--- src/rtl/uart_hex_pkg.sv ---
// Shared types, constants and helpers for the UART hex transmitter.
// Optional CR/LF trailer enabled by defining UART_HEX_TX_CRLF_EN.
package uart_hex_pkg;

    typedef enum logic [2:0] {IDLE, START, DATA, STOP, DONE} tx_state_e;

    localparam logic [7:0] ASCII_CR = 8'h0D;
    localparam logic [7:0] ASCII_LF = 8'h0A;

`ifdef UART_HEX_TX_CRLF_EN
    localparam int unsigned NUM_CHARS = 4;
`else
    localparam int unsigned NUM_CHARS = 2;
`endif

    // 0-9 -> '0'-'9', 10-15 -> 'A'-'F'
    function automatic logic [7:0] nibble_to_ascii(input logic [3:0] nib);
        if (nib < 4'd10) begin
            return 8'h30 + {4'h0, nib};
        end else begin
            return 8'h37 + {4'h0, nib};
        end
    endfunction

endpackage

--- src/rtl/uart_hex_tx_if.sv ---
// Handshake and serial-line bundle for the UART hex transmitter.
interface uart_hex_tx_if;
    logic [7:0] tx_byte;
    logic       dv;
    logic       busy;
    logic       done;
    logic       serial;

    modport master (output tx_byte, output dv, input busy, input done, input serial);
    modport slave  (input tx_byte, input dv, output busy, output done, output serial);
endinterface

--- src/rtl/uart_hex_tx_serializer.sv ---
// 8N1 bit serializer: one start bit, 8 data bits LSB first, one stop bit.
// A start strobe during the last stop-bit cycle chains the next character with no gap.
module uart_hex_tx_serializer
    import uart_hex_pkg::*;
#(
    parameter int unsigned CLKS_PER_BIT = 217
) (
    input  logic       clk,
    input  logic       rst,
    input  logic       start,
    input  logic [7:0] char_in,
    output logic       serial,
    output logic       char_done
);

    localparam int unsigned CntW = (CLKS_PER_BIT > 1) ? $clog2(CLKS_PER_BIT) : 1;
    localparam logic [CntW-1:0] CntMax = CntW'(CLKS_PER_BIT - 1);

    tx_state_e       state_q;
    logic [CntW-1:0] cnt_q;
    logic [2:0]      bit_idx_q;
    logic [7:0]      char_q;
    logic            serial_q;
    logic            bit_end;
    logic            load;

    assign bit_end   = (cnt_q == CntMax);
    assign char_done = (state_q == STOP) && bit_end;
    assign load      = start && ((state_q == IDLE) || char_done);
    assign serial    = serial_q;

    // Bit timing and frame sequencing; line output is registered
    always_ff @(posedge clk) begin
        if (rst) begin
            state_q   <= IDLE;
            cnt_q     <= '0;
            bit_idx_q <= '0;
            char_q    <= '0;
            serial_q  <= 1'b1;
        end else if (load) begin
            state_q   <= START;
            cnt_q     <= '0;
            bit_idx_q <= '0;
            char_q    <= char_in;
            serial_q  <= 1'b0;
        end else begin
            case (state_q)
                IDLE: begin
                    serial_q <= 1'b1;
                end
                START: begin
                    if (bit_end) begin
                        cnt_q    <= '0;
                        state_q  <= DATA;
                        serial_q <= char_q[0];
                    end else begin
                        cnt_q <= cnt_q + 1'b1;
                    end
                end
                DATA: begin
                    if (bit_end) begin
                        cnt_q <= '0;
                        if (bit_idx_q == 3'd7) begin
                            state_q  <= STOP;
                            serial_q <= 1'b1;
                        end else begin
                            bit_idx_q <= bit_idx_q + 3'd1;
                            serial_q  <= char_q[bit_idx_q + 3'd1];
                        end
                    end else begin
                        cnt_q <= cnt_q + 1'b1;
                    end
                end
                STOP: begin
                    if (bit_end) begin
                        cnt_q    <= '0;
                        state_q  <= IDLE;
                        serial_q <= 1'b1;
                    end else begin
                        cnt_q <= cnt_q + 1'b1;
                    end
                end
                default: begin
                    state_q  <= IDLE;
                    serial_q <= 1'b1;
                end
            endcase
        end
    end

endmodule

--- src/rtl/uart_hex_tx.sv ---
// UART hex transmitter: sends a byte as two ASCII hex characters, upper nibble first.
// Define UART_HEX_TX_CRLF_EN to append CR and LF after the hex pair.
module uart_hex_tx
    import uart_hex_pkg::*;
#(
    parameter int unsigned CLKS_PER_BIT = 217
) (
    input  logic          clk,
    input  logic          rst,
    uart_hex_tx_if.slave  bus
);

    localparam logic [1:0] LastIdx = 2'(NUM_CHARS - 1);

    // START is the one-cycle launch of the first character; DATA covers the whole message
    tx_state_e  state_q;
    logic [1:0] char_idx_q;
    logic [7:0] byte_q;
    logic       busy_q;
    logic       done_q;

    logic       ser_start;
    logic       ser_done;
    logic [1:0] next_idx;
    logic [7:0] char_sel;
    logic       last_char;

    assign last_char = (char_idx_q == LastIdx);
    assign ser_start = (state_q == START) || ((state_q == DATA) && ser_done && !last_char);
    assign next_idx  = (state_q == START) ? 2'd0 : char_idx_q + 2'd1;

    // Character to hand the serializer on its next start
    always_comb begin
        char_sel = nibble_to_ascii(byte_q[7:4]);
        case (next_idx)
            2'd1:    char_sel = nibble_to_ascii(byte_q[3:0]);
`ifdef UART_HEX_TX_CRLF_EN
            2'd2:    char_sel = ASCII_CR;
            2'd3:    char_sel = ASCII_LF;
`endif
            default: char_sel = nibble_to_ascii(byte_q[7:4]);
        endcase
    end

    // Message sequencing plus busy/done generation
    always_ff @(posedge clk) begin
        if (rst) begin
            state_q    <= IDLE;
            char_idx_q <= '0;
            byte_q     <= '0;
            busy_q     <= 1'b0;
            done_q     <= 1'b0;
        end else begin
            case (state_q)
                IDLE: begin
                    if (bus.dv) begin
                        byte_q     <= bus.tx_byte;
                        char_idx_q <= '0;
                        state_q    <= START;
                    end
                end
                START: begin
                    busy_q  <= 1'b1;
                    state_q <= DATA;
                end
                DATA: begin
                    if (ser_done) begin
                        if (last_char) begin
                            busy_q  <= 1'b0;
                            done_q  <= 1'b1;
                            state_q <= DONE;
                        end else begin
                            char_idx_q <= char_idx_q + 2'd1;
                        end
                    end
                end
                DONE: begin
                    done_q     <= 1'b0;
                    char_idx_q <= '0;
                    state_q    <= IDLE;
                end
                default: begin
                    busy_q  <= 1'b0;
                    done_q  <= 1'b0;
                    state_q <= IDLE;
                end
            endcase
        end
    end

    uart_hex_tx_serializer #(
        .CLKS_PER_BIT (CLKS_PER_BIT)
    ) u_serializer (
        .clk       (clk),
        .rst       (rst),
        .start     (ser_start),
        .char_in   (char_sel),
        .serial    (bus.serial),
        .char_done (ser_done)
    );

    assign bus.busy = busy_q;
    assign bus.done = done_q;

endmodule

--- src/flat_wrapper.sv ---
// flat-port wrapper written by rule: the top's interface ports become plain ports
module uart_hex_tx_flat import uart_hex_pkg::*;
#(
    parameter int unsigned CLKS_PER_BIT = 217
)
  (clk, rst, bus_tx_byte, bus_dv, bus_busy, bus_done, bus_serial);
  uart_hex_tx_if bus_i ();
  input  logic clk;
  input  logic rst;
  input wire logic [$bits(bus_i.tx_byte)-1:0] bus_tx_byte;
  input wire logic [$bits(bus_i.dv)-1:0] bus_dv;
  output wire logic [$bits(bus_i.busy)-1:0] bus_busy;
  output wire logic [$bits(bus_i.done)-1:0] bus_done;
  output wire logic [$bits(bus_i.serial)-1:0] bus_serial;
  assign bus_i.tx_byte = bus_tx_byte;
  assign bus_i.dv = bus_dv;
  assign bus_busy = bus_i.busy;
  assign bus_done = bus_i.done;
  assign bus_serial = bus_i.serial;
  uart_hex_tx #(.CLKS_PER_BIT(CLKS_PER_BIT)) u_core (.clk(clk), .rst(rst), .bus(bus_i));
endmodule
--- config.mk ---
export PLATFORM = sky130hd
export DESIGN_NAME = uart_hex_tx_flat
export DESIGN_NICKNAME = d
export VERILOG_FILES = /design/src/rtl/uart_hex_pkg.sv /design/src/rtl/uart_hex_tx_if.sv /design/src/rtl/uart_hex_tx_serializer.sv /design/src/rtl/uart_hex_tx.sv /design/src/flat_wrapper.sv
export SDC_FILE = /design/constraint.sdc
export NUM_CORES = 1
export LEC_CHECK = 0
export BUFFER_PORTS_ARGS = -buffer_cell sky130_fd_sc_hd__buf_2
export CAP_MARGIN = 5
export CORE_UTILIZATION = 54
export CTS_CLUSTER_DIAMETER = 50
export CTS_CLUSTER_SIZE = 14
export DETAILED_ROUTE_END_ITERATION = 7
export PLACE_DENSITY = 0.73
export SLEW_MARGIN = 40
export SYNTH_ARGS = -nofsm -noshare
export SYNTH_HDL_FRONTEND = slang
export SYNTH_HIERARCHICAL = 1
export SYNTH_SLANG_ARGS = --single-unit
--- constraint.sdc ---
create_clock -name clk -period 2.05 [get_ports clk]
set_input_delay 0.1025 -clock clk [delete_from_list [all_inputs] [get_ports clk]]
set_output_delay 0.1025 -clock clk [all_outputs]
set_load 0.05 [all_outputs]
## Yosys cells after proc, flatten, opt, wreduce, memory -nomap -nowiden

Index checks and enable logic that the tools add are counted.
Widths: inputs -> output; s select.

| cells by class | value |
|---|---|
| $add $sub $neg | 7 |
| $lt $le $gt $ge | 3 |
| equal/unequal tests | 23 |
| multiplexer cells | 33 |
| bitwise gates (word level) | 4 |
| reduce and logical (&&, ||, !) cells | 23 |

Operators with widths:

| cell | count |
|---|---|
| $mux 8 | 4 |
| $add 6x4->7 const A | 4 |
| $mux 3 | 7 |
| $reduce_and 3->1 | 5 |
| $ne 2x2->1 const B | 7 |
| $ne 3x3->1 const B | 4 |
| $pmux 3 s4 | 1 |
| $mux 1 | 11 |
| $reduce_and 5->1 | 2 |
| $eq 3x2->1 const B | 3 |
| $pmux 3 s3 | 1 |
| $add 8x1->8 const B | 1 |
| $eq 8x8->1 const B | 1 |
| $lt 4x4->1 const B | 2 |
| $mux 2 | 4 |
| $eq 3x1->1 const B | 2 |
| $eq 3x3->1 const B | 2 |
| $logic_not 3->1 | 2 |
| $pmux 1 s3 | 2 |
| $pmux 2 s3 | 1 |
| $reduce_or 2->1 | 3 |
| $eq 2x1->1 const B | 2 |
| $logic_and 1x1->1 | 4 |
| $lt 3x4->1 const B | 1 |
| other kinds (12) | 17 |

| word-level totals | value |
|---|---|
| register bits | 38 |
| logic and storage cells | 104 |

## Depth between registers and ports, before layout

Gate-level depths: netlist of the first run.

| logic depth | value |
|---|---|
| depth after elaboration | 8 |
| gate-level depth with buffers | 10 |

## Cells and area by module

The synthesis of the first run kept the hierarchy.

Modules (own cells, without submodules):

| module | times used | cells each | area an instance (um^2) | seq. area each (um^2) |
|---|---|---|---|---|
| uart_hex_tx_serializer | 1 | 127 | 1186.1 | 440.4 |
| uart_hex_tx | 1 | 108 | 905.9 | 300.3 |

## Worst setup path after synthesis of the first run

OpenSTA, ideal clock, no wires.

| path | value |
|---|---|
| path type | register to register |
| start | register u_core.u_serializer.cnt_q[2] |
| end | register u_core.u_serializer.cnt_q[0] |
| data arrival time | 1.841 ns |
| required time | 1.924 ns |
| setup slack | 0.083 ns |
| stages on the path, launching flop included | 10 |
| buffers on the path | 1 |
| period minus slack after synthesis | 1.967 ns |
| cells stage by stage | dfxtp_1 > and4bb_2 > nand3_1 > nor2_1 > nand3b_1 > a21oi_1 > clkbuf_1 > nand2_1 > o211ai_2 > nor2_1 |

| between the ends | value |
|---|---|
| longest elaborated chain between the ends | 7 |
| elaborated cells on any way between the ends | 9 |
| classes of those cells | eq/ne (1); mux (1); reduce/logical (7) |

Ends and longest elaborated chain:

| what | line | text |
|---|---|---|
| from (decl) | uart_hex_tx_serializer.sv:20 | `logic [CntW-1:0] cnt_q;` |
| from (signal assigned) | uart_hex_tx_serializer.sv:57 | `cnt_q <= cnt_q + 1'b1;` |
| from (signal assigned) | uart_hex_tx_serializer.sv:71 | `cnt_q <= cnt_q + 1'b1;` |
| from (signal assigned) | uart_hex_tx_serializer.sv:80 | `cnt_q <= cnt_q + 1'b1;` |
| $eq 8x8->1 | uart_hex_tx_serializer.sv:27 | `assign bit_end = (cnt_q == CntMax);` |
| $logic_and 1x1->1 | uart_hex_tx_serializer.sv:28 | `assign char_done = (state_q == STOP) && bit_end;` |
| via u_core.ser_done | uart_hex_tx.sv:23 | `logic ser_done;` |
| $logic_and 1x1->1 (2 in a row) | uart_hex_tx.sv:29 | `assign ser_start = (state_q == START) \|\| ((state_q == DATA) && ser_done && !last_char);` |
| $logic_or 1x1->1 | uart_hex_tx.sv:29 |  |
| via u_core.ser_start | uart_hex_tx.sv:22 | `logic ser_start;` |
| $logic_and 1x1->1 | uart_hex_tx_serializer.sv:29 | `assign load = start && ((state_q == IDLE) \|\| char_done);` |
| $reduce_or 2->1 (no source line) | -- |  |

The timed path passes the listed nets, and every way through them passes these cells.
A chain may end at the register's enable or synchronous reset.

## Worst setup path in the final report of the first run

| path | value |
|---|---|
| start | register u_core.u_serializer.cnt_q[7] |
| end | register u_core.char_idx_q[1] |

| between the ends | value |
|---|---|
| longest elaborated chain between the ends | 4 |

Ends and longest elaborated chain:

| what | line | text |
|---|---|---|
| $eq 8x8->1 | uart_hex_tx_serializer.sv:27 |  |
| $logic_and 1x1->1 | uart_hex_tx_serializer.sv:28 |  |
| via u_core.ser_done | uart_hex_tx.sv:23 |  |
| $ne 2x1->1 (no source line) | -- |  |
| $reduce_and 4->1 (no source line) | -- |  |
| to (signal assigned) | uart_hex_tx.sv:73 | `char_idx_q <= char_idx_q + 2'd1;` |
| to (decl) | uart_hex_tx.sv:17 | `logic [1:0] char_idx_q;` |

The timed path passes the listed nets, and every way through them passes these cells.

==> results of run 1 <==
==> cells in the mapped netlist, types with 3 or more instances <==
cell type	n
nand4b_1	3
nor2_1	15
nand2b_1	5
o21ai_0	12
nand3_1	10
a21boi_0	3
nand3b_1	3
inv_1	14
mux2_4	3
a21oi_1	25
nand2_1	25
dfxtp_1	37
nor2b_1	3
a31oi_1	4
xor2_1	3
xnor2_1	7
buf_2	6
ha_1	11
mux2i_1	8
==> cell type report <==
cell class	instances	area (µm²)
Clock buffer	5	68.8
Clock inverter	3	65.1
Fill cell	327	1260
Inverter	14	52.6
Multi-Input combinational cell	175	1270
Sequential cell	37	741
Tap cell	48	60.1
Timing Repair Buffer	26	163
==> report_power, final <==
| part | internal [mW] | switching, mW |
|---|---|---|
| clock network | 0.483 | 0.258 |
| logic | 0.107 | 0.140 |
| registers | 0.747 | 0.0236 |
==> timing repair <==
action | in CTS | in global routing
setup endpoints to repair | 0 | 15
gates resized for setup | 0 | 6
setup buffers | 0 | 0
==> cell usage in the layout, fill, tap and decap left out, types with 3 or more instances in the layout <==
master     n
a21oi_1   25
nor2b_1    3
nor2_1    14
nand2_1   25
nand2b_1   5
a21boi_0   3
dfxtp_1   37
ha_1      10
nand3_1    9
buf_2     13
clkbuf_8   5
mux2_4     3
o21ai_0   12
inv_1     13
a31oi_1    4
buf_4     13
nand3b_1   3
xnor2_1    7
mux2i_1    8
xor2_1     3
nand4b_1   3
==> kinds of logic (layout without fill, tap and decap cells) <==
family | Yosys count | after routing
AND/OR/NAND/NOR | 82 | 82
multiplexers | 14 | 14
adder cells (fa/ha/maj) | 11 | 11
buffers and inverters | 23 | 48
flip-flops | 37 | 37
AO/OA/AOI/OAI | 57 | 57
other | 1 | 1
XOR/XNOR | 10 | 10
==> worst register-to-register path, delay by kind of cell (launching register included) <==
kind            cells  cell delay, ns
mux                 1            0.20
buf+inv             1            0.13
simple gates        4            0.91
compound gates      1            0.26
flops               1            0.36
==> layer usage <==
metal / GRT usage [%] / up-vias / wire, µm
li1: - / 879 / -
met1: 26.7 / 742 / 1880
met2: 37.4 / 17 / 1860
met3: 4.82 / 2 / 70
met4: 6.67 / 0 / 17
met5: 0 / - / 0
==> per-stage QoR <==
| stage | utilization, % | setup slack, ns | power (mW) | hold slack, ns |
|---|---|---|---|---|
| after floorplan | - | 0.0828 | 0.967 | 0.175 |
| after global placement | 61.4 | 0.0994 | 1.02 | 0.344 |
| after detailed placement | 61.4 | 0.0246 | 1.03 | 0.350 |
| after CTS | 65.1 | 0.00498 | 1.78 | 0.0384 |
| after global routing | 65.7 | 0.00966 | 1.84 | 0.0508 |
| final | 65.7 | 0.116 | 1.76 | 0.0504 |
==> worst max-delay path by stage <==
stage                                         endpoint                    startpoint  depth (start not counted)
after detailed placement          u_core/char_idx_q[1]  u_core/u_serializer/cnt_q[7]                          7
after global placement            u_core/char_idx_q[1]  u_core/u_serializer/cnt_q[7]                          7
after floorplan           u_core/u_serializer/cnt_q[0]  u_core/u_serializer/cnt_q[2]                          9
after global routing              u_core/char_idx_q[1]  u_core/u_serializer/cnt_q[7]                          7
after CTS                         u_core/char_idx_q[1]  u_core/u_serializer/cnt_q[7]                          7
final                             u_core/char_idx_q[1]  u_core/u_serializer/cnt_q[7]                          7
==> registers in the layout, indices dropped and copies added, names as in the netlist <==
name                           cells
u_core/u_serializer/bit_idx_q      3
u_core/u_serializer/serial         1
u_core/bus.done                    1
u_core/state_q                     3
u_core/byte_q                      8
u_core/u_serializer/char_q         8
u_core/u_serializer/cnt_q          8
u_core/u_serializer/state_q        2
u_core/bus.busy                    1
u_core/char_idx_q                  2
==> results.sh, run 1 <==
export IMPL_yosysWarnings=6
export IMPL_status="completed"
export IMPL_synth_cells=235
export IMPL_io_buffers=13
export IMPL_ir_drop_v=0.000505
export IMPL_cp_required_ns=2.27
export IMPL_rsz0062_at_grt="no"
export IMPL_cts_sinks=37
export IMPL_powerDensity_nw_per_um2=725
export IMPL_drive_gt1_share_pct=20.8
export IMPL_synth_compound_area_share_pct=17.2
export IMPL_reg2reg_depth=7
export IMPL_fin_setup_tns_ns=0
export IMPL_cts_tree="built"
export IMPL_cts_buffers=5
export IMPL_slowest_stage="or3b_1"
export IMPL_die_h_um=64.2
export IMPL_whs_path_depth=3
export IMPL_setup_viol_count_final=0
export IMPL_dp_hpwl_um=2870
export IMPL_syn_nets=257
export IMPL_rows=22
export IMPL_fmax_mhz=517
export IMPL_r2r_end="u_core/char_idx_q[1]"
export IMPL_vias=1640
export IMPL_drt_iter0_drc=57
export IMPL_first_pass_iters=4
export IMPL_min_to="u_core/byte_q[2]"
export IMPL_cp_top_family="simple AND/OR/NAND/NOR gates"
export IMPL_insertion_delay_ns=0.29
export IMPL_cap_viol_max_count=0
export IMPL_die_w_um=64.2
export IMPL_grt_overflow_total=0
export IMPL_cts_root_buf="clkbuf_8"
export IMPL_startpoint_type="flip-flop"
export IMPL_antennaDiodeCount=0
export IMPL_fin_nets=281
export IMPL_synthArstFlopShare_pct=0
export IMPL_synth_top_family_by_area="simple AND/OR/NAND/NOR gates"
export IMPL_antenna_found_initial=0
export IMPL_leakagePower_nw=0.921
export IMPL_synth_fa_ha_area_share_pct=6.58
export IMPL_synthToLayoutAreaGrowth_pct=15.9
export IMPL_fin_crit_ns=1.93
export IMPL_post_route_cell_area_um2=2420
export IMPL_ys_flop_type="dfxtp_1"
export IMPL_track_usage_pct=21.7
export IMPL_synthMuxAreaShare_pct=9.03
export IMPL_drcViolationCount=0
export IMPL_antenna_left=0
export IMPL_maxSlewViolCount=0
export IMPL_drt_total_wl_um=3830
export IMPL_dp_cells=300
export IMPL_clkTransAtPathRegs_ns=0.07
export IMPL_dpl_cell_area_um2=2270
export IMPL_grt_max_degree=29
export IMPL_fin_crit_sh_pct=94.3
export IMPL_hp_class="in2reg"
export IMPL_skew_ns=0.00851
export IMPL_gp_congestion=0.745
export IMPL_path_cells="and4bb_2, nand3_2, nor2_2, buf_4, or3b_1, a211oi_4, mux2i_1"
export IMPL_synth_xor_area_share_pct=4.19
export IMPL_hold_buffers=0
export IMPL_cp_max_fo=4
export IMPL_ioPinCount=14
export IMPL_syn_area_um2=2090
export IMPL_initial_utilization_pct=56.7
export IMPL_core_region_area_um2=3690
export IMPL_synth_top_area_share_pct=35.4
export IMPL_cpPeakStageDelay_ns=0.39
export IMPL_hold_violations=0
export IMPL_min_from="bus_tx_byte[2]"
export IMPL_cts_max_level=2
export IMPL_vias_per_cell=5.32
export IMPL_synth_area_leaders="dfxtp_1 35%, ha_1 6.6%, a21oi_1 6.0%, nand2_1 4.5%, mux2i_1 3.8%"
export IMPL_rr_startpoint="u_core/u_serializer/cnt_q[7]"
export IMPL_netlist_top_cell_by_area="dfxtp_1"
export IMPL_end_kind="flip-flop"
export IMPL_wire_per_inst_um=12.4
export IMPL_synth_simple_area_share_pct=22.5
export IMPL_fp_dieArea_um2=4130
export IMPL_postSynthAreaPerCell_um2=8.90
export IMPL_ys_ff_latch=37
export IMPL_clockBufferDepth=2
export IMPL_path_buf_inv=1
export IMPL_grt_pass1_vias=1632
export IMPL_worstPathArrival_ns=2.15
export IMPL_synth_cell_types=51
export IMPL_final_cells=308
export IMPL_ff2ff_setup_slack_ns=0.12
export IMPL_yosysSeqAreaShare_pct=35.4
export IMPL_grt_pass1_wl_um=7040
export IMPL_synth_edff_count=0
export IMPL_path_class="reg2reg"
No activity file was read; power rests on OpenSTA's default activity.
==> inputs of run 2 (changes only) <==
Clock period 2.05 ns to 1.6 ns, I/O delays scaled along.
==> run 2 against run 1 <==
Net effect: the flow now finishes with violations (negative setup slack); routed wire length increased by 13%; non-clock buffer count increased by 26; worst hold slack got worse by 0.026 ns; critical path depth decreased by 1; maximum frequency increased by 11%; largest power group unchanged; highest routed layer unchanged.
==> results.sh, run 2 (synthesized netlist as in run 1, its figures left out) <==
export IMPL_grt_pass1_wl_um=7470
export IMPL_layout_commonest_cell="buf_4"
export IMPL_reg2reg_depth=6
export IMPL_reg_largest_list="u_core/byte_q (8), u_core/u_serializer/char_q (8), u_core/u_serializer/cnt_q (8)"
export IMPL_cp_required_ns=1.82
export IMPL_first_pass_iters=4
export IMPL_post_route_cell_area_um2=2680
export IMPL_route_met3_wl_um=158
export IMPL_final_core_util_pct=72.5
export IMPL_fp_dieArea_um2=4130
export IMPL_status="finished with violations"
export IMPL_antenna_found_initial=0
export IMPL_ir_drop_v=0.000593
export IMPL_startpoint_type="flip-flop"
export IMPL_place_ws_ns=-0.161
export IMPL_ff2ff_setup_slack_ns=-0.14
export IMPL_initial_utilization_pct=56.7
export IMPL_r2r_end="u_core/char_idx_q[1]"
export IMPL_dpl_cell_area_um2=2520
export IMPL_fin_setup_tns_ns=-1.93
export IMPL_cp_top_family="simple AND/OR/NAND/NOR gates"
export IMPL_drcViolationCount=0
export IMPL_insertion_delay_ns=0.30
export IMPL_cp_max_fo=3
export IMPL_vias_per_cell=5.52
export IMPL_clockBufferDepth=2
export IMPL_maxSlewViolCount=0
export IMPL_antenna_left=0
export IMPL_die_h_um=64.2
export IMPL_vias=1843
export IMPL_finalWorstSetupSlack_ns=-0.140
export IMPL_gp_congestion=0.791
export IMPL_power_switching_mw=0.580
export IMPL_end_kind="flip-flop"
export IMPL_hp_class="in2reg"
export IMPL_grt_max_degree=17
export IMPL_startpoint="u_core/u_serializer/cnt_q[5]"
export IMPL_die_w_um=64.2
export IMPL_met1_length_um=2050
export IMPL_powerDensity_nw_per_um2=750
export IMPL_cp_endpoint="u_core/char_idx_q[1]"
export IMPL_fin_crit_ns=1.74
export IMPL_top_layer_used="met4"
export IMPL_slowest_stage="or3b_1"
export IMPL_synthToLayoutAreaGrowth_pct=27.9
export IMPL_cts_buffers=5
export IMPL_dp_hpwl_um=3150
export IMPL_cts_sinks=37
export IMPL_drt_iter0_drc=53
export IMPL_cp_depth=6
export IMPL_rsz0062_at_grt="yes"
export IMPL_fin_crit_sh_pct=109
export IMPL_rr_startpoint="u_core/u_serializer/cnt_q[5]"
export IMPL_grt_pass1_vias=1727
export IMPL_p_int_mw=1.43
export IMPL_cts_tree="built"
export IMPL_netSwitchingFraction_pct=28.9
export IMPL_seqPwrFrac_pct=49.2
export IMPL_path_class="reg2reg"
export IMPL_wire_per_inst_um=13.0
export IMPL_fin_nets=307
export IMPL_cts_root_buf="clkbuf_8"
export IMPL_worstPathArrival_ns=1.96
export IMPL_path_buf_inv=0
export IMPL_drt_total_wl_um=4340
export IMPL_drive_gt1_share_pct=34.3
export IMPL_leakagePower_nw=1.03
export IMPL_cts_max_level=2
export IMPL_grt_overflow_total=0
export IMPL_skew_ns=0.0143
export IMPL_clkTransAtPathRegs_ns=0.07
export IMPL_core_region_area_um2=3690
export IMPL_io_buffers=13
export IMPL_antennaDiodeCount=0
export IMPL_hold_violations=0
export IMPL_min_from="bus_tx_byte[1]"
export IMPL_cpPeakStageDelay_ns=0.37
export IMPL_fmax_mhz=575
export IMPL_path_cells="and4bb_2, nand3_4, nor2_4, or3b_1, a211oi_2, mux2i_1"
export IMPL_wl_met2_um=2070
export IMPL_setup_viol_count_final=24
export IMPL_pwr_share_clk_pct=32.3
export IMPL_rows=22
export IMPL_violations="negative setup slack"
export IMPL_combPwrFrac_pct=18.5
export IMPL_cap_viol_max_count=0
export IMPL_layout_common_cells="37 x buf_4, 35 x dfxtp_1, 24 x a21oi_1"
export IMPL_ioPinCount=14
export IMPL_track_usage_pct=23.4
[run 2: changes by cell type in the layout (fill, tap and decap cells not counted), sizes merged]
| cell | change |
|---|---|
| clkinv | +1 |
| clkinvlp | +1 |
| bufinv | -2 |
| buf | +26 |
[run 2: worst min-delay path by stage]
stage | to | slack, ns | depth (start not counted)
6_report | u_core/byte_q[1] | 0.02 | 3
5_1_grt | u_core/byte_q[1] | 0.02 | 3
4_1_cts | u_core/byte_q[0] | 0.01 | 3
3_5_place_dp | u_core/byte_q[0] | 0.33 | 3
3_3_place_gp | u_core/byte_q[1] | 0.32 | 3
2_1_floorplan | u_core/state_q[1] | 0.15 | 1
[run 2: power groups by stage]
stage               Clock [mW]  Combinational, mW  Sequential [mW]
floorplan                    0              0.237             1.02
CTS                      0.663              0.362            0.987
global route             0.704              0.408            0.992
global placement             0              0.349             1.01
finish                   0.648              0.371            0.988
detailed placement           0              0.354             1.01
[run 2: layout make-up]
cell class	instances	area [µm²]
fillers	294	1010
well taps	48	60.1
clock buffers	5	68.8
repair buffers	52	374
inverters	14	55.1
multi-input cells	175	1360
flip-flops and latches	37	743
clock inverters	3	17.5
[run 2: what timing repair did]
action	4_1_cts	5_1_grt
resized for setup	4	8
hold buffers	0	0
pin swaps	8	2
setup endpoints to repair	25	26
setup buffers	2	1
[run 2: layer usage]
layer / track usage (%) / up-vias
met4: 7.50 / 0
met5: 0 / -
met1: 29.4 / 859
met3: 5.89 / 8
li1: - / 938
met2: 38.8 / 38
[run 2: worst register-to-register path: cells and delay by family, from the launching register on]
| family | cells | cell delay, ns |
|---|---|---|
| multiplexers | 1 | 0.20 |
| AO/OA/AOI/OAI | 1 | 0.24 |
| AND/OR/NAND/NOR | 4 | 0.91 |
| flip-flops | 1 | 0.32 |
[run 2: through the flow]
step                      std cells  total power, mW  hold slack (ns)
after detailed placement        323             1.36            0.327
after CTS                       333             2.01           0.0144
after global placement          323             1.36            0.321
after floorplan                 235             1.26            0.153
final                           334             2.01           0.0244
after global routing            334             2.10           0.0151
==> inputs of run 3 (changes only) <==
Settings changed: ABC_AREA set to 1.
==> run 3 against run 2 <==
Net effect: the flow now finishes without violations; maximum frequency increased by 13%; area after synthesis decreased by 2.2%; critical path depth increased by 5; register-to-register slack improved by 0.20 ns; flip-flop and latch count unchanged; critical path type unchanged.
==> results.sh, run 3 <==
export IMPL_status="completed"
export IMPL_antenna_found_initial=0
export IMPL_cts_buffers=5
export IMPL_initial_utilization_pct=59.0
export IMPL_wire_per_inst_um=10.8
export IMPL_die_h_um=63.6
export IMPL_dp_cells=350
export IMPL_synthToLayoutAreaGrowth_pct=17.8
export IMPL_fin_crit_sh_pct=96.0
export IMPL_core_region_area_um2=3470
export IMPL_synth_cells=282
export IMPL_grt_pass1_wl_um=6780
export IMPL_skew_ns=0.00730
export IMPL_insertion_delay_ns=0.29
export IMPL_cpPeakStageDelay_ns=0.34
export IMPL_netlist_top_cell_by_area="dfxtp_1"
export IMPL_rr_startpoint="u_core/u_serializer/cnt_q[0]"
export IMPL_area_sequential_um2=743
export IMPL_cts_root_buf="clkbuf_8"
export IMPL_finalWorstSetupSlack_ns=0.0647
export IMPL_io_buffers=13
export IMPL_hp_class="in2reg"
export IMPL_path_buf_inv=2
export IMPL_rsz0062_at_grt="yes"
export IMPL_end_kind="flip-flop"
export IMPL_ff2ff_setup_slack_ns=0.06
export IMPL_maxSlewViolCount=0
export IMPL_cp_required_ns=1.78
export IMPL_grt_pass1_vias=1671
export IMPL_cts_sinks=37
export IMPL_synth_top_area_share_pct=36.2
export IMPL_clkTransAtPathRegs_ns=0.07
export IMPL_grt_max_degree=18
export IMPL_grt_overflow_total=0
export IMPL_drt_total_wl_um=3870
export IMPL_antennaDiodeCount=0
export IMPL_path_class="reg2reg"
export IMPL_clockBufferDepth=2
export IMPL_ioPinCount=14
export IMPL_reg_largest_list="u_core/byte_q (8), u_core/u_serializer/char_q (8), u_core/u_serializer/cnt_q (8)"
export IMPL_fp_dieArea_um2=4040
export IMPL_worstPathArrival_ns=1.71
export IMPL_cp_max_fo=7
export IMPL_path_cells="inv_2, ha_2, nand2_2, nor2_4, nand3_2, inv_2, nand3_4, nand2_4, nand2_8, o211ai_2, nor2_1"
export IMPL_synth_commonest_cells="53 x nand2_1, 37 x dfxtp_1, 37 x nor2_1"
export IMPL_multi_input_area_um2=1200
export IMPL_leakagePower_nw=1.06
export IMPL_min_to="u_core/state_q[2]"
export IMPL_powerDensity_nw_per_um2=1140
export IMPL_rows=21
export IMPL_n_fill_cell=311
export IMPL_cap_viol_max_count=0
export IMPL_min_from="rst"
export IMPL_ir_drop_v=0.000519
export IMPL_dp_hpwl_um=2870
export IMPL_vias_per_cell=4.99
export IMPL_ys_ff_latch=37
export IMPL_synthArstFlopShare_pct=0
export IMPL_drcViolationCount=0
export IMPL_layout_common_cells="50 x nand2_1, 35 x nor2_1, 35 x dfxtp_1"
export IMPL_drt_iter0_drc=128
export IMPL_place_ws_ns=-0.0428
export IMPL_hold_violations=0
export IMPL_yosysSeqAreaShare_pct=36.2
export IMPL_synth_edff_count=0
export IMPL_syn_area_um2=2050
export IMPL_final_cells=359
export IMPL_synth_cell_types=32
export IMPL_die_w_um=63.6
export IMPL_track_usage_pct=21.3
export IMPL_slowest_stage="dfxtp_2"
export IMPL_layout_commonest_cell="nand2_1"
export IMPL_setup_viol_count_final=0
export IMPL_gp_congestion=0.824
export IMPL_fin_nets=334
export IMPL_crit_top_cell="inv_2"
export IMPL_cp_top_family="simple AND/OR/NAND/NOR gates"
export IMPL_fin_crit_ns=1.54
export IMPL_ys_flop_type="dfxtp_1"
export IMPL_startpoint_type="flip-flop"
export IMPL_vias=1792
export IMPL_syn_nets=304
export IMPL_antenna_left=0
export IMPL_postSynthAreaPerCell_um2=7.25
export IMPL_first_pass_iters=4
export IMPL_reg2reg_depth=11
export IMPL_synth_area_leaders="dfxtp_1 36%, nand2_1 9.7%, nor2_1 6.8%, ha_1 6.7%, inv_1 6.1%"
export IMPL_yosysMostFrequentCell="nand2_1"
export IMPL_r2r_end="u_core/u_serializer/cnt_q[3]"
export IMPL_fmax_mhz=651
export IMPL_cts_tree="built"
export IMPL_whs_path_depth=2
export IMPL_cts_max_level=2
export IMPL_yosysWarnings=6
export IMPL_drive_gt1_share_pct=25.2
run 3: cell count changes in the layout (fill, tap and decap cells not counted), sizes merged, moves of 5 or more:
cell | previous run | this run
nand3 | 10 | 23
buf | 52 | 26
o21ai | 14 | 27
xnor2 | 7 | 2
nor2 | 15 | 41
a21oi | 25 | 19
nand2 | 25 | 61
nand2b | 6 | 0
inv | 14 | 38
mux2i | 8 | 0
run 3: timing repair:
action | 4_1_cts | 5_1_grt
gates cloned | 0 | 1
buffers inserted | 0 | 0
hold buffers | 0 | 0
resized for setup | 2 | 19
setup endpoints to repair | 8 | 23
pin swaps | 1 | 3
run 3: power by group:
group          switching [mW]  internal [mW]
Sequential             0.0752           1.03
Combinational           0.575          0.336
Clock                   0.336          0.389
run 3: final cells by class:
cell class	count	share of cell area (%)
repair buffers	26	6.75
well taps	46	2.39
multi-input cells	204	49.7
inverters	38	6.13
flip-flops and latches	37	30.8
clock buffers	7	4.00
clock inverters	1	0.208
run 3: cell families after synthesis:
kind of cell | synth area share (%)
compound gates | 13.0
flops | 36.2
buf+inv | 8.50
other cells | 0.183
simple gates | 31.6
fa+ha+maj | 6.73
xor+xnor | 3.85
run 3: worst reg2reg max path, cell delays in order, from the launching register on:
cell and delay, ns:
dfxtp_2 0.34, inv_2 0.06, ha_2 0.16, nand2_2 0.06, nor2_4 0.09, nand3_2 0.10
inv_2 0.10, nand3_4 0.09, nand2_4 0.12, nand2_8 0.09, o211ai_2 0.14, nor2_1 0.08
run 3: stage by stage:
step	utilization (%)	instance area [µm²]	setup TNS (ns)	hold slack [ns]	power (mW)
floorplan	-	2050	0	0.149	1.75
detailed placement	64.4	2230	-0.207	0.348	1.96
finish	69.5	2410	0	0.0396	2.74
global placement	64.4	2230	0	0.342	1.93
CTS	67.5	2340	0	0.0334	2.69
global route	69.5	2410	-0.209	0.0581	2.93
run 3: worst max path at each step:
stage,depth (start not counted),slack [ns],start,end
6_report,11,0.06,u_core/u_serializer/cnt_q[0],u_core/u_serializer/cnt_q[3]
5_1_grt,11,-0.03,u_core/u_serializer/cnt_q[0],u_core/u_serializer/char_q[3]
4_1_cts,11,0.007,u_core/u_serializer/cnt_q[0],u_core/u_serializer/cnt_q[3]
3_5_place_dp,11,-0.04,u_core/u_serializer/cnt_q[0],u_core/u_serializer/cnt_q[1]
3_3_place_gp,11,0.04,u_core/u_serializer/cnt_q[0],u_core/u_serializer/state_q[1]
2_1_floorplan,14,0.004,u_core/u_serializer/cnt_q[0],u_core/u_serializer/serial
run 3: routing by layer:
layer | track usage, % | part of all wire, % | up-vias
met5 | 0 | 0 | -
met4 | 11.4 | 2.5 | 0
met3 | 4.35 | 2.7 | 11
met2 | 35.4 | 48 | 27
met1 | 25.7 | 47 | 791
li1 | - | - | 963
